### src/rtl/ahb_pkg.sv
// Shared AHB-Lite definitions for the two-master arbiter slice.
//   - HTRANS encodings (IDLE, BUSY, NONSEQ, SEQ)
//   - Master index constants M0 (Ibex core) and M1 (DMA/debug)
//   - Default address/data widths
package ahb_pkg;

  localparam int unsigned AHB_AW = 32;
  localparam int unsigned AHB_DW = 32;

  typedef enum logic [1:0] {
    HTRANS_IDLE   = 2'b00,
    HTRANS_BUSY   = 2'b01,
    HTRANS_NONSEQ = 2'b10,
    HTRANS_SEQ    = 2'b11
  } htrans_e;

  localparam logic M0 = 1'b0;
  localparam logic M1 = 1'b1;

endpackage

### src/rtl/ahb_addr_capture.sv
// Per-master address-phase capture register.
// Holds a master's accepted-but-not-issued address phase and its pending
// flag, and presents either the captured phase (pending) or the live inputs.
// Ports:
//   clk, rst                  clock, synchronous active-high reset
//   load                      capture the live address phase, set pend
//   clear                     captured phase has been issued, drop pend
//   live_addr/trans/write/size  master's live address phase
//   pend                      a captured transfer is waiting
//   src_addr/trans/write/size address-phase source for the bus mux
module ahb_addr_capture
  import ahb_pkg::*;
#(
  parameter int unsigned AW = AHB_AW
) (
  input  logic          clk,
  input  logic          rst,
  input  logic          load,
  input  logic          clear,
  input  logic [AW-1:0] live_addr,
  input  logic [1:0]    live_trans,
  input  logic          live_write,
  input  logic [2:0]    live_size,
  output logic          pend,
  output logic [AW-1:0] src_addr,
  output logic [1:0]    src_trans,
  output logic          src_write,
  output logic [2:0]    src_size
);

  logic [AW-1:0] cap_addr;
  logic [1:0]    cap_trans;
  logic          cap_write;
  logic [2:0]    cap_size;

  // load only fires while the master sees HREADY high, which never happens
  // with pend set, so load and clear are mutually exclusive.
  always_ff @(posedge clk) begin
    if (rst) begin
      pend <= 1'b0;
    end else if (load) begin
      pend <= 1'b1;
    end else if (clear) begin
      pend <= 1'b0;
    end
  end

  always_ff @(posedge clk) begin
    if (load) begin
      cap_addr  <= live_addr;
      cap_trans <= live_trans;
      cap_write <= live_write;
      cap_size  <= live_size;
    end
  end

  always_comb begin
    if (pend) begin
      src_addr  = cap_addr;
      src_trans = cap_trans;
      src_write = cap_write;
      src_size  = cap_size;
    end else begin
      src_addr  = live_addr;
      src_trans = live_trans;
      src_write = live_write;
      src_size  = live_size;
    end
  end

  single_capture: assert property (@(posedge clk) disable iff (rst) !(load && pend));

endmodule

### src/rtl/ahb_master_arbiter.sv
// Two-master AHB-Lite arbiter sharing the system bus between M0 (Ibex) and
// M1 (DMA/debug). Uncontended transfers pass straight through; a losing
// master's accepted address phase is captured and the master is stalled via
// its own HREADY until that transfer is issued and completed.
// Build option: ARB_ROUND_ROBIN_EN selects round-robin arbitration (last_gnt);
// otherwise fixed priority with M0 highest.
// Ports:
//   HCLK, HRESET                 clock, synchronous active-high reset
//   H*_M0 / H*_M1 (in)           master address phase and write data
//   HREADY_M0/M1, HRDATA_M0/M1   per-master ready and read data
//   HADDR, HTRANS, HWRITE, HSIZE bus address phase
//   HWDATA                       bus write data (data-phase owner)
//   HREADY, HRDATA               bus ready and read data from the slave mux
module ahb_master_arbiter
  import ahb_pkg::*;
#(
  parameter int unsigned AW = AHB_AW,
  parameter int unsigned DW = AHB_DW
) (
  input  logic          HCLK,
  input  logic          HRESET,
  input  logic [AW-1:0] HADDR_M0,
  input  logic [1:0]    HTRANS_M0,
  input  logic          HWRITE_M0,
  input  logic [2:0]    HSIZE_M0,
  input  logic [DW-1:0] HWDATA_M0,
  input  logic [AW-1:0] HADDR_M1,
  input  logic [1:0]    HTRANS_M1,
  input  logic          HWRITE_M1,
  input  logic [2:0]    HSIZE_M1,
  input  logic [DW-1:0] HWDATA_M1,
  output logic          HREADY_M0,
  output logic          HREADY_M1,
  output logic [DW-1:0] HRDATA_M0,
  output logic [DW-1:0] HRDATA_M1,
  output logic [AW-1:0] HADDR,
  output logic [1:0]    HTRANS,
  output logic          HWRITE,
  output logic [2:0]    HSIZE,
  output logic [DW-1:0] HWDATA,
  input  logic          HREADY,
  input  logic [DW-1:0] HRDATA
);

  logic          pend_m0, pend_m1;
  logic [AW-1:0] src_addr_m0, src_addr_m1;
  logic [1:0]    src_trans_m0, src_trans_m1;
  logic          src_write_m0, src_write_m1;
  logic [2:0]    src_size_m0, src_size_m1;
  logic          req_m0, req_m1;
  logic          gnt;
  logic          issue;
  logic          dp_valid, dp_owner;
  logic          load_m0, load_m1, clear_m0, clear_m1;

  assign req_m0 = pend_m0 | HTRANS_M0[1];
  assign req_m1 = pend_m1 | HTRANS_M1[1];

`ifdef ARB_ROUND_ROBIN_EN
  logic last_gnt;

  always_comb begin
    gnt = last_gnt;
    if (req_m0 && req_m1) begin
      gnt = ~last_gnt;
    end else if (req_m0) begin
      gnt = M0;
    end else if (req_m1) begin
      gnt = M1;
    end
  end

  always_ff @(posedge HCLK) begin
    if (HRESET) begin
      last_gnt <= M1;
    end else if (issue) begin
      last_gnt <= gnt;
    end
  end
`else
  always_comb begin
    gnt = M0;
    if (!req_m0 && req_m1) begin
      gnt = M1;
    end
  end
`endif

  always_comb begin
    if (gnt == M1) begin
      HADDR  = src_addr_m1;
      HTRANS = src_trans_m1;
      HWRITE = src_write_m1;
      HSIZE  = src_size_m1;
    end else begin
      HADDR  = src_addr_m0;
      HTRANS = src_trans_m0;
      HWRITE = src_write_m0;
      HSIZE  = src_size_m0;
    end
    if (!(req_m0 || req_m1)) begin
      HTRANS = HTRANS_IDLE;
    end
  end

  assign issue = HREADY & HTRANS[1];

  always_ff @(posedge HCLK) begin
    if (HRESET) begin
      dp_valid <= 1'b0;
      dp_owner <= M0;
    end else if (HREADY) begin
      dp_valid <= HTRANS[1];
      dp_owner <= gnt;
    end
  end

  assign HREADY_M0 = (dp_valid && dp_owner == M0) ? HREADY : ~pend_m0;
  assign HREADY_M1 = (dp_valid && dp_owner == M1) ? HREADY : ~pend_m1;

  // Capture an accepted transfer unless it went out live on this same edge;
  // a pending master is always driven from its capture, never live.
  assign load_m0  = HREADY_M0 & HTRANS_M0[1] & ~(issue & (gnt == M0) & ~pend_m0);
  assign load_m1  = HREADY_M1 & HTRANS_M1[1] & ~(issue & (gnt == M1) & ~pend_m1);
  assign clear_m0 = issue & (gnt == M0) & pend_m0;
  assign clear_m1 = issue & (gnt == M1) & pend_m1;

  ahb_addr_capture #(.AW(AW)) u_cap_m0 (
    .clk        (HCLK),
    .rst        (HRESET),
    .load       (load_m0),
    .clear      (clear_m0),
    .live_addr  (HADDR_M0),
    .live_trans (HTRANS_M0),
    .live_write (HWRITE_M0),
    .live_size  (HSIZE_M0),
    .pend       (pend_m0),
    .src_addr   (src_addr_m0),
    .src_trans  (src_trans_m0),
    .src_write  (src_write_m0),
    .src_size   (src_size_m0)
  );

  ahb_addr_capture #(.AW(AW)) u_cap_m1 (
    .clk        (HCLK),
    .rst        (HRESET),
    .load       (load_m1),
    .clear      (clear_m1),
    .live_addr  (HADDR_M1),
    .live_trans (HTRANS_M1),
    .live_write (HWRITE_M1),
    .live_size  (HSIZE_M1),
    .pend       (pend_m1),
    .src_addr   (src_addr_m1),
    .src_trans  (src_trans_m1),
    .src_write  (src_write_m1),
    .src_size   (src_size_m1)
  );

  assign HWDATA    = (dp_owner == M1) ? HWDATA_M1 : HWDATA_M0;
  assign HRDATA_M0 = HRDATA;
  assign HRDATA_M1 = HRDATA;

  pend_not_owner_m0: assert property (@(posedge HCLK) disable iff (HRESET)
    !(pend_m0 && dp_valid && dp_owner == M0));
  pend_not_owner_m1: assert property (@(posedge HCLK) disable iff (HRESET)
    !(pend_m1 && dp_valid && dp_owner == M1));

endmodule

### config.mk
export PLATFORM = sky130hd
export DESIGN_NAME = ahb_master_arbiter
export DESIGN_NICKNAME = d
export VERILOG_FILES = /design/src/rtl/ahb_pkg.sv /design/src/rtl/ahb_addr_capture.sv /design/src/rtl/ahb_master_arbiter.sv
export SDC_FILE = /design/constraint.sdc
export NUM_CORES = 1
export LEC_CHECK = 0
export CAP_MARGIN = 40
export CORE_ASPECT_RATIO = 0.75
export CORE_MARGIN = 1.5
export CORE_UTILIZATION = 37
export DETAILED_ROUTE_END_ITERATION = 16
export HOLD_SLACK_MARGIN = 0.03
export PLACE_DENSITY = 0.83
export SKIP_LAST_GASP = 1
export SLEW_MARGIN = 30
export SYNTH_ARGS = -nofsm -noshare
export SYNTH_HDL_FRONTEND = slang
export SYNTH_HIERARCHICAL = 1
export SYNTH_SLANG_ARGS = --single-unit
### constraint.sdc
create_clock -name HCLK -period 3.2 [get_ports HCLK]
set_input_delay 0.64 -clock HCLK [delete_from_list [all_inputs] [get_ports HCLK]]
set_output_delay 0.64 -clock HCLK [all_outputs]
set_load 0.02 [all_outputs]
* Word-level counts from Yosys, hierarchy flattened *
Cells that the tools add are included.

word-level totals
  register bits after elaboration = 80
  bits of input ports = 175
  output and inout port bits = 136
  word-level logic and storage cells = 59

operators by class
  muxes and demuxes = 21
  bitwise operators = 19
  reductions and logical operators = 7

operator list
  kind                number
  32-bit two-way mux  4
  1-bit AND           11
  1-bit two-way mux   10
  3-bit two-way mux   3
  2-bit two-way mux   4
  1-bit inverter      6
  2-bit nonzero test  2
  1-bit logical AND   3
  1-bit OR            2
  1-bit zero test     1
  1-bit logical OR    1

* Depth between registers and ports, before layout *
Gate-level depths: netlist of the first run.

  depth after elaboration = 12
  mapped depth = 6
  gate-level depth less buffers = 5

* Cells and area by module *
The synthesis of the first run kept the hierarchy.

by module, submodules not included
  module              times used  cells each  area each (µm²)  seq. area each (µm²)
  ahb_addr_capture    2           84          1674.1           1161.1
  ahb_master_arbiter  1           166         1512.7           40.0

* Least setup slack after synthesis of the first run *
No wires, ideal clock.

  path type = input -> register
  start point = in HREADY
  end point = reg u_cap_m1.cap_addr[0], enable pin
  library setup time = 400 ps
  arrival = 2213 ps
  required time = 2800 ps
  path slack = 587 ps
  cell stages on the path = 3
  buffers on the path = 0
  cell sequence = inv_1 -> mux2i_1 -> o311a_1

on the way
  elaborated cells between the ends (all ways) = 7
  classes of those cells = mux (1); bitwise (6)

RTL lines
  item                    RTL line                   text
  from (decl)             ahb_master_arbiter.sv:41   input logic HREADY,
  1-bit two-way mux       ahb_master_arbiter.sv:119  assign HREADY_M1 = (dp_valid && dp_owner == M1) ? HREADY : ~pend_m1;
  via HREADY_M1           ahb_master_arbiter.sv:33   output logic HREADY_M1,
  1-bit AND (2 in a row)  ahb_master_arbiter.sv:124  assign load_m1 = HREADY_M1 & HTRANS_M1[1] & ~(issue & (gnt == M1) & ~pend_m1);
  via load_m1             ahb_master_arbiter.sv:54   logic load_m0, load_m1, clear_m0, clear_m1;
  to (signal assigned)    ahb_addr_capture.sv:50     cap_addr <= live_addr;
  to (decl)               ahb_addr_capture.sv:31     logic [AW-1:0] cap_addr;

The timed path passes the listed nets, and every way through them passes these cells.
A chain may end at the register's enable or synchronous reset.

* Final worst setup path of the first run *
  start point = in HTRANS_M0[1]
  end point = out HTRANS[0]

on the way
  word-level cells in the longest chain between the ends = 6
  elaborated cells between the ends (all ways) = 7
  classes of those cells = mux (3); bitwise (1); reduce/logical (3)

RTL lines
  item                   RTL line                   text
  from (decl)            ahb_master_arbiter.sv:23   input logic [1:0] HTRANS_M0,
  1-bit OR (*)           ahb_master_arbiter.sv:56   assign req_m0 = pend_m0 | HTRANS_M0[1];
  1-bit zero test        ahb_master_arbiter.sv:83   if (!req_m0 && req_m1) begin
  1-bit logical AND      ahb_master_arbiter.sv:83
  1-bit two-way mux      ahb_master_arbiter.sv:83
  2-bit two-way mux      ahb_master_arbiter.sv:90   if (gnt == M1) begin
  2-bit two-way mux (*)  ahb_master_arbiter.sv:101  if (!(req_m0 || req_m1)) begin
  to (decl)              ahb_master_arbiter.sv:37   output logic [1:0] HTRANS,

Every way passes the cells marked *; elsewhere a longest branch is shown, timed or not.

==> results.ini, run 1 <==
[outcome]
outcome=completed

[setup_path]
r2r_cells=5
worstReg2RegStart=u_cap_m0/pend
worst-endpoint-required_ns=2.56
cp_data_arrival_time_ns=2.48
critical_path_peak_fanout=17
cp-startpoint=HTRANS_M0[1]
worst-setup-path-type=in2out
worstSetupEndpoint=HTRANS[0]
setup.worst_path.end_class=output port
timing.rr.end=u_cap_m0/cap_size[0]
ff_to_ff_setup_slack_ns=0.97
crit_path_start_kind=primary input

[sta]
final_slew_viol_count=0
post-route-min-period_ns=3.117
worst_slew_margin_rel_pct=73.24
layout_worst_path_cycle_share_pct=97.41
setup_repair_after_global_routing_missed_its_margin=false
worst-slew-pin-transition_ns=0.4015
hold_violations=0
timing.fmax_mhz=320.8
finalSetupViolations=0
clock_skew_ns=0.01140
hold_slack_ns=0.4905
setup_slack_ns=0.08298
setup_total_negative_slack_ns=0

[global_routing]
via_count_of_the_first_global_routing_pass=3338
pin_count_of_the_biggest_net_entering_global_routing=43
global_route.usage.met2_pct=27.43
global_route_layer_with_the_greatest_usage=met2
gr-usage-met1_pct=22.51
gr-usage-met3_pct=8.333
global_route.usage.total_pct=17.69
grt.overflow.total=0
grt_first_pass_wirelength_um=18220
grt_antenna_before_repair=0

[die]
pin_count=311
floorplan.core_area_um2=12880
dieWidth_um=135.4
fp-row-count=36
initial_core_util_pct=37.73
floorplan.die_area_um2=13840
die_h_um=102.3

[drt]
vias=3174
wire_per_inst_um=18.82
route.antenna.remaining_nets=0
count_of_routing_violations_after_the_opening_detailed_route_iteration=79
drt-total-wl_um=12560
drt_drc_violations_left=0
avgViaCountPerCell=4.759
drt_pass1_iterations=4

[layout]
total_number_of_nets_in_the_final_design=667
diodes_inserted=0
final_layout_size_suffix_gt1_share_pct=29.64
layout.cells.most_common=clkdlybuf4s50_1
layout.cells.most_common_list=177 x clkdlybuf4s50_1, 91 x mux2_2, 76 x edfxtp_1
instances_no_fill=667
layout-area-overhead-vs-synth_pct=44.97

[power_and_ir_drop]
peakVddDrop_uv=259.0
power_per_cell_area_nw_per_um2=476.6
p_leak_nw=2.592

[clock_tree]
cts_tree=done
maximum_root_to_sink_buffer_count=2
cts_inserted_buffers=9
tritoncts_num_sinks=80
clock_insertion_delay_worst_skew_ns=0.33
htree_levels=3
cts.reportedPaths.clkPinSlew_ns=0.06
clock-root-buffer=clkbuf_16

[synthesis]
syn_inst=334
netlist_area_um2=4861
syn_avg_cell_area_um2=14.55
synthDistinctLibCells=25
number_of_register_bits_inferred_by_synthesis=80
net_count_synth=509
synth-seq-area-share_pct=48.60
yosysWarningCount=6

[hold_path]
worst_hold_path_type=reg2reg

[flow_run]
maxCapViolations=0

[placed_design]
finalWeightedCongestion=0.7784
preCtsSetupSlack_ns=-0.06632
placedCellCount=652
place.detailed.hpwl_um=9384
numPortBuffers=214

[Yosys cell counts]
| cell | instances | area (µm²) |
|---|---|---|
| nor2_4 | 1 | 11.26 |
| mux2i_1 | 2 | 20.02 |
| mux2_2 | 91 | 1025 |
| mux2_4 | 20 | 300.3 |
| clkbuf_1 | 1 | 3.750 |
| a311oi_2 | 1 | 15.01 |
| dfxtp_1 | 4 | 80.08 |
| inv_1 | 5 | 18.77 |
| nor2_1 | 1 | 3.750 |
| buf_2 | 7 | 35.03 |
| nor2_8 | 1 | 20.02 |
| nand2b_1 | 3 | 18.77 |
| nor4_1 | 1 | 6.260 |
| a22o_2 | 1 | 10.01 |
| mux2_1 | 33 | 371.6 |
| buf_6 | 5 | 56.30 |
| o311a_1 | 1 | 10.01 |
| buf_4 | 67 | 503.0 |
| and3_2 | 1 | 7.510 |
| o211a_1 | 1 | 10.01 |
| or3_1 | 2 | 12.51 |
| nand2_1 | 5 | 18.77 |
| edfxtp_1 | 76 | 2282 |
| a21oi_1 | 3 | 15.01 |
| or2_1 | 1 | 6.260 |
[area by class of cell]
cell class,instances,area [µm²]
sequential,80,2365
clock buffer,10,229.0
tap,171,214.0
multi-input combinational,169,1883
inverter,5,18.77
fill,1049,5836
clock inverter,5,106.4
timing repair buffer,227,2231
[what timing repair did]
item / CTS / global route
gates resized for setup: 37 / 0
hold buffers: 0 / 0
endpoints found under the setup margin: 37 / 0
endpoints found under the hold margin: 0 / 0
buffers inserted: 0 / 0
[worst max-delay path, cell delays in order]
cell,delay [ns]
clkdlybuf4s50_1,0.43
or2_1,0.30
nor2_8,0.17
buf_12,0.17
a22o_2,0.15
clkdlybuf4s50_1,0.60
[power by group]
part	total [mW]	leakage, nW	internal (mW)	switching [mW]
clock	1.16	0.159	0.760	0.403
combinational	0.922	1.68	0.511	0.411
sequential	1.27	0.756	1.25	0.0287
[metal layers]
layer | up-vias | share of wire [%]
met4 | 0 | 1.0
met5 | - | 0
met3 | 29 | 9.6
li1 | 1489 | -
met2 | 164 | 46
met1 | 1492 | 44
[kinds of logic (layout without fill, tap and decap cells)]
logic type / count (synthesis) / count (layout) / synth area share, %
flops: 80 / 80 / 48.60
compound gates: 7 / 7 / 1.235
simple gates: 16 / 16 / 2.162
buf+inv: 85 / 247 / 12.69
mux: 146 / 146 / 35.32
[state kept, by name, summed over array words and instances (netlist names), 2 cells and up]
signal and count:
u_cap_m0/cap_addr 32, u_cap_m0/cap_size 3, u_cap_m0/cap_trans 2, u_cap_m1/cap_addr 32, u_cap_m1/cap_size 3, u_cap_m1/cap_trans 2
[worst min-delay path by stage]
stage                         from       end  depth (start not counted)
after floorplan           dp_valid  dp_valid                          2
after global placement    dp_owner  dp_owner                          2
after detailed placement  dp_owner  dp_owner                          2
after CTS                 dp_owner  dp_owner                          2
after global routing      dp_owner  dp_owner                          2
final                     dp_owner  dp_owner                          2
[metrics by stage]
| step | power (mW) | utilization (%) | instance area, µm² |
|---|---|---|---|
| CTS | 3.397 | 54.70 | 7047 |
| floorplan | 1.907 | - | 4861 |
| detailed placement | 2.278 | 52.46 | 6758 |
| global route | 3.500 | 54.70 | 7047 |
| global placement | 2.263 | 52.46 | 6758 |
| finish | 3.359 | 54.70 | 7047 |
(Power assumes the default switching activity.)
==> inputs of run 2 (changes only) <==
- RECOVER_POWER: default -> 50
- clock period: 3.2 -> 3.49 ns (I/O delays scaled with it)
==> results.ini, run 2 (synthesis gave the netlist of run 1 again) <==
[drt]
wire_per_inst_um=18.83
drt_pass1_iterations=4
vias=3189
drt_drc_violations_left=0
route.antenna.remaining_nets=0
count_of_routing_violations_after_the_opening_detailed_route_iteration=74
drt-total-wl_um=12510
avgViaCountPerCell=4.803

[setup_path]
setup.worst_path.end_class=output port
critical_path.n_buffers_inverters=3
crit_chain=clkdlybuf4s50_1 > or2_1 > nor2_8 > buf_12 > mux2_1 > clkdlybuf4s50_1
max_stage_delay_ns=0.56
path_delay_family=buffers and inverters
critical_path_peak_fanout=17
ff_to_ff_setup_slack_ns=1.14
worst_path_most_repeated_cell=clkdlybuf4s50_1
crit_path_start_kind=primary input
cell_with_the_largest_stage_delay_on_the_worst_path=clkdlybuf4s50_1
worst-endpoint-required_ns=2.79
worst-setup-path-type=in2out
cp_data_arrival_time_ns=2.71

[layout]
layout.cells.most_common=clkdlybuf4s50_1
total_number_of_nets_in_the_final_design=663
final_layout_size_suffix_gt1_share_pct=28.80
largest_registers=u_cap_m0/cap_addr (32), u_cap_m1/cap_addr (32)
layout-area-overhead-vs-synth_pct=45.51
instances_no_fill=664
diodes_inserted=0
layout.cells.most_common_list=128 x clkdlybuf4s50_1, 91 x mux2_2, 76 x edfxtp_1

[sta]
hold_violations=0
final_slew_viol_count=0
setup_total_negative_slack_ns=0
layout_worst_path_cycle_share_pct=97.51
timing.fmax_mhz=293.8
finalSetupViolations=0
setup_repair_after_global_routing_missed_its_margin=false
hold_slack_ns=0.5509
post-route-min-period_ns=3.403
worst_slew_margin_rel_pct=57.01
clock_skew_ns=0.009427
worst-slew-pin-transition_ns=0.6448

[clock_tree]
htree_levels=3
cts_inserted_buffers=9
cts.reportedPaths.clkPinSlew_ns=0.06
cts_tree=done
clock_insertion_delay_worst_skew_ns=0.33
maximum_root_to_sink_buffer_count=2
clock-root-buffer=clkbuf_16
post-cts-setup-buffers=0
tritoncts_num_sinks=80

[outcome]
outcome=completed

[die]
floorplan.die_area_um2=13840
fp-row-count=36
dieWidth_um=135.4
die_h_um=102.3
initial_core_util_pct=37.73
floorplan.core_area_um2=12880
pin_count=311

[placed_design]
placedCellCount=648
finalWeightedCongestion=0.7288
numPortBuffers=214
place.detailed.hpwl_um=9296

[power_and_ir_drop]
power_per_cell_area_nw_per_um2=421.7
p_leak_nw=2.630
peakVddDrop_uv=315.9

[hold_path]
worst_hold_path_type=reg2reg

[flow_run]
maxCapViolations=0

[global_routing]
grt_antenna_before_repair=0
pin_count_of_the_biggest_net_entering_global_routing=44
grt.overflow.total=0
grt_first_pass_wirelength_um=18350
global_route.usage.total_pct=17.65
via_count_of_the_first_global_routing_pass=3244

==> run 2: metal layers <==
layer | track usage (%) | vias up | part of all wire [%]
met3 | 7.738 | 23 | 9.1
li1 | - | 1487 | -
met1 | 23.09 | 1520 | 44
met2 | 27.08 | 159 | 46
met4 | 4.136 | 0 | 0.87
met5 | 0 | - | 0
==> run 2: path summary, 6_finish.rpt <==
check,startpoint,end,depth (start not counted)
max,HTRANS_M0[1],HADDR[5],6
min,dp_valid,dp_valid,2
max reg2reg,u_cap_m0/pend,u_cap_m1/cap_size[1],5
min reg2reg,dp_valid,dp_valid,2
==> run 2: timing repair <==
item,4_1_cts,5_1_grt
setup endpoints to repair,0,11
hold buffers,0,0
resized for setup,0,11
==> run 2: final cells by class <==
class                      count  area (µm²)
inverter                       5       18.77
sequential                    80        2365
timing repair buffer         223        2296
multi-input combinational    169        1883
fill                        1055        5809
clock inverter                 6       67.56
tap                          171       214.0
clock buffer                  10       229.0
==> run 2: per-stage QoR <==
| stage | total power, mW | util (%) | area (µm²) | worst slack (ns) |
|---|---|---|---|---|
| 3_5_place_dp | 2.092 | 52.42 | 6753 | 0.06854 |
| 4_1_cts | 3.044 | 54.72 | 7049 | 0.05405 |
| 5_1_grt | 3.111 | 54.90 | 7073 | 0.002151 |
| 3_3_place_gp | 2.077 | 52.42 | 6753 | 0.08029 |
| 2_1_floorplan | 1.748 | - | 4861 | 0.8189 |
| 6_report | 2.983 | 54.90 | 7073 | 0.08685 |
==> run 2: report_power, final <==
| group | leakage, nW | switching (mW) | internal (mW) |
|---|---|---|---|
| registers | 0.756 | 0.0308 | 1.14 |
| clock network | 0.141 | 0.379 | 0.558 |
| logic | 1.73 | 0.377 | 0.496 |
| total | 2.63 | 0.787 | 2.20 |
==> run 2: worst reg2reg max path: cells and delay by family (launching register included) <==
kind | cells | cell delay [ns]
buffers and inverters | 2 | 0.41
flip-flops | 1 | 0.51
AND/OR/NAND/NOR | 2 | 0.80
AO/OA/AOI/OAI | 1 | 0.36
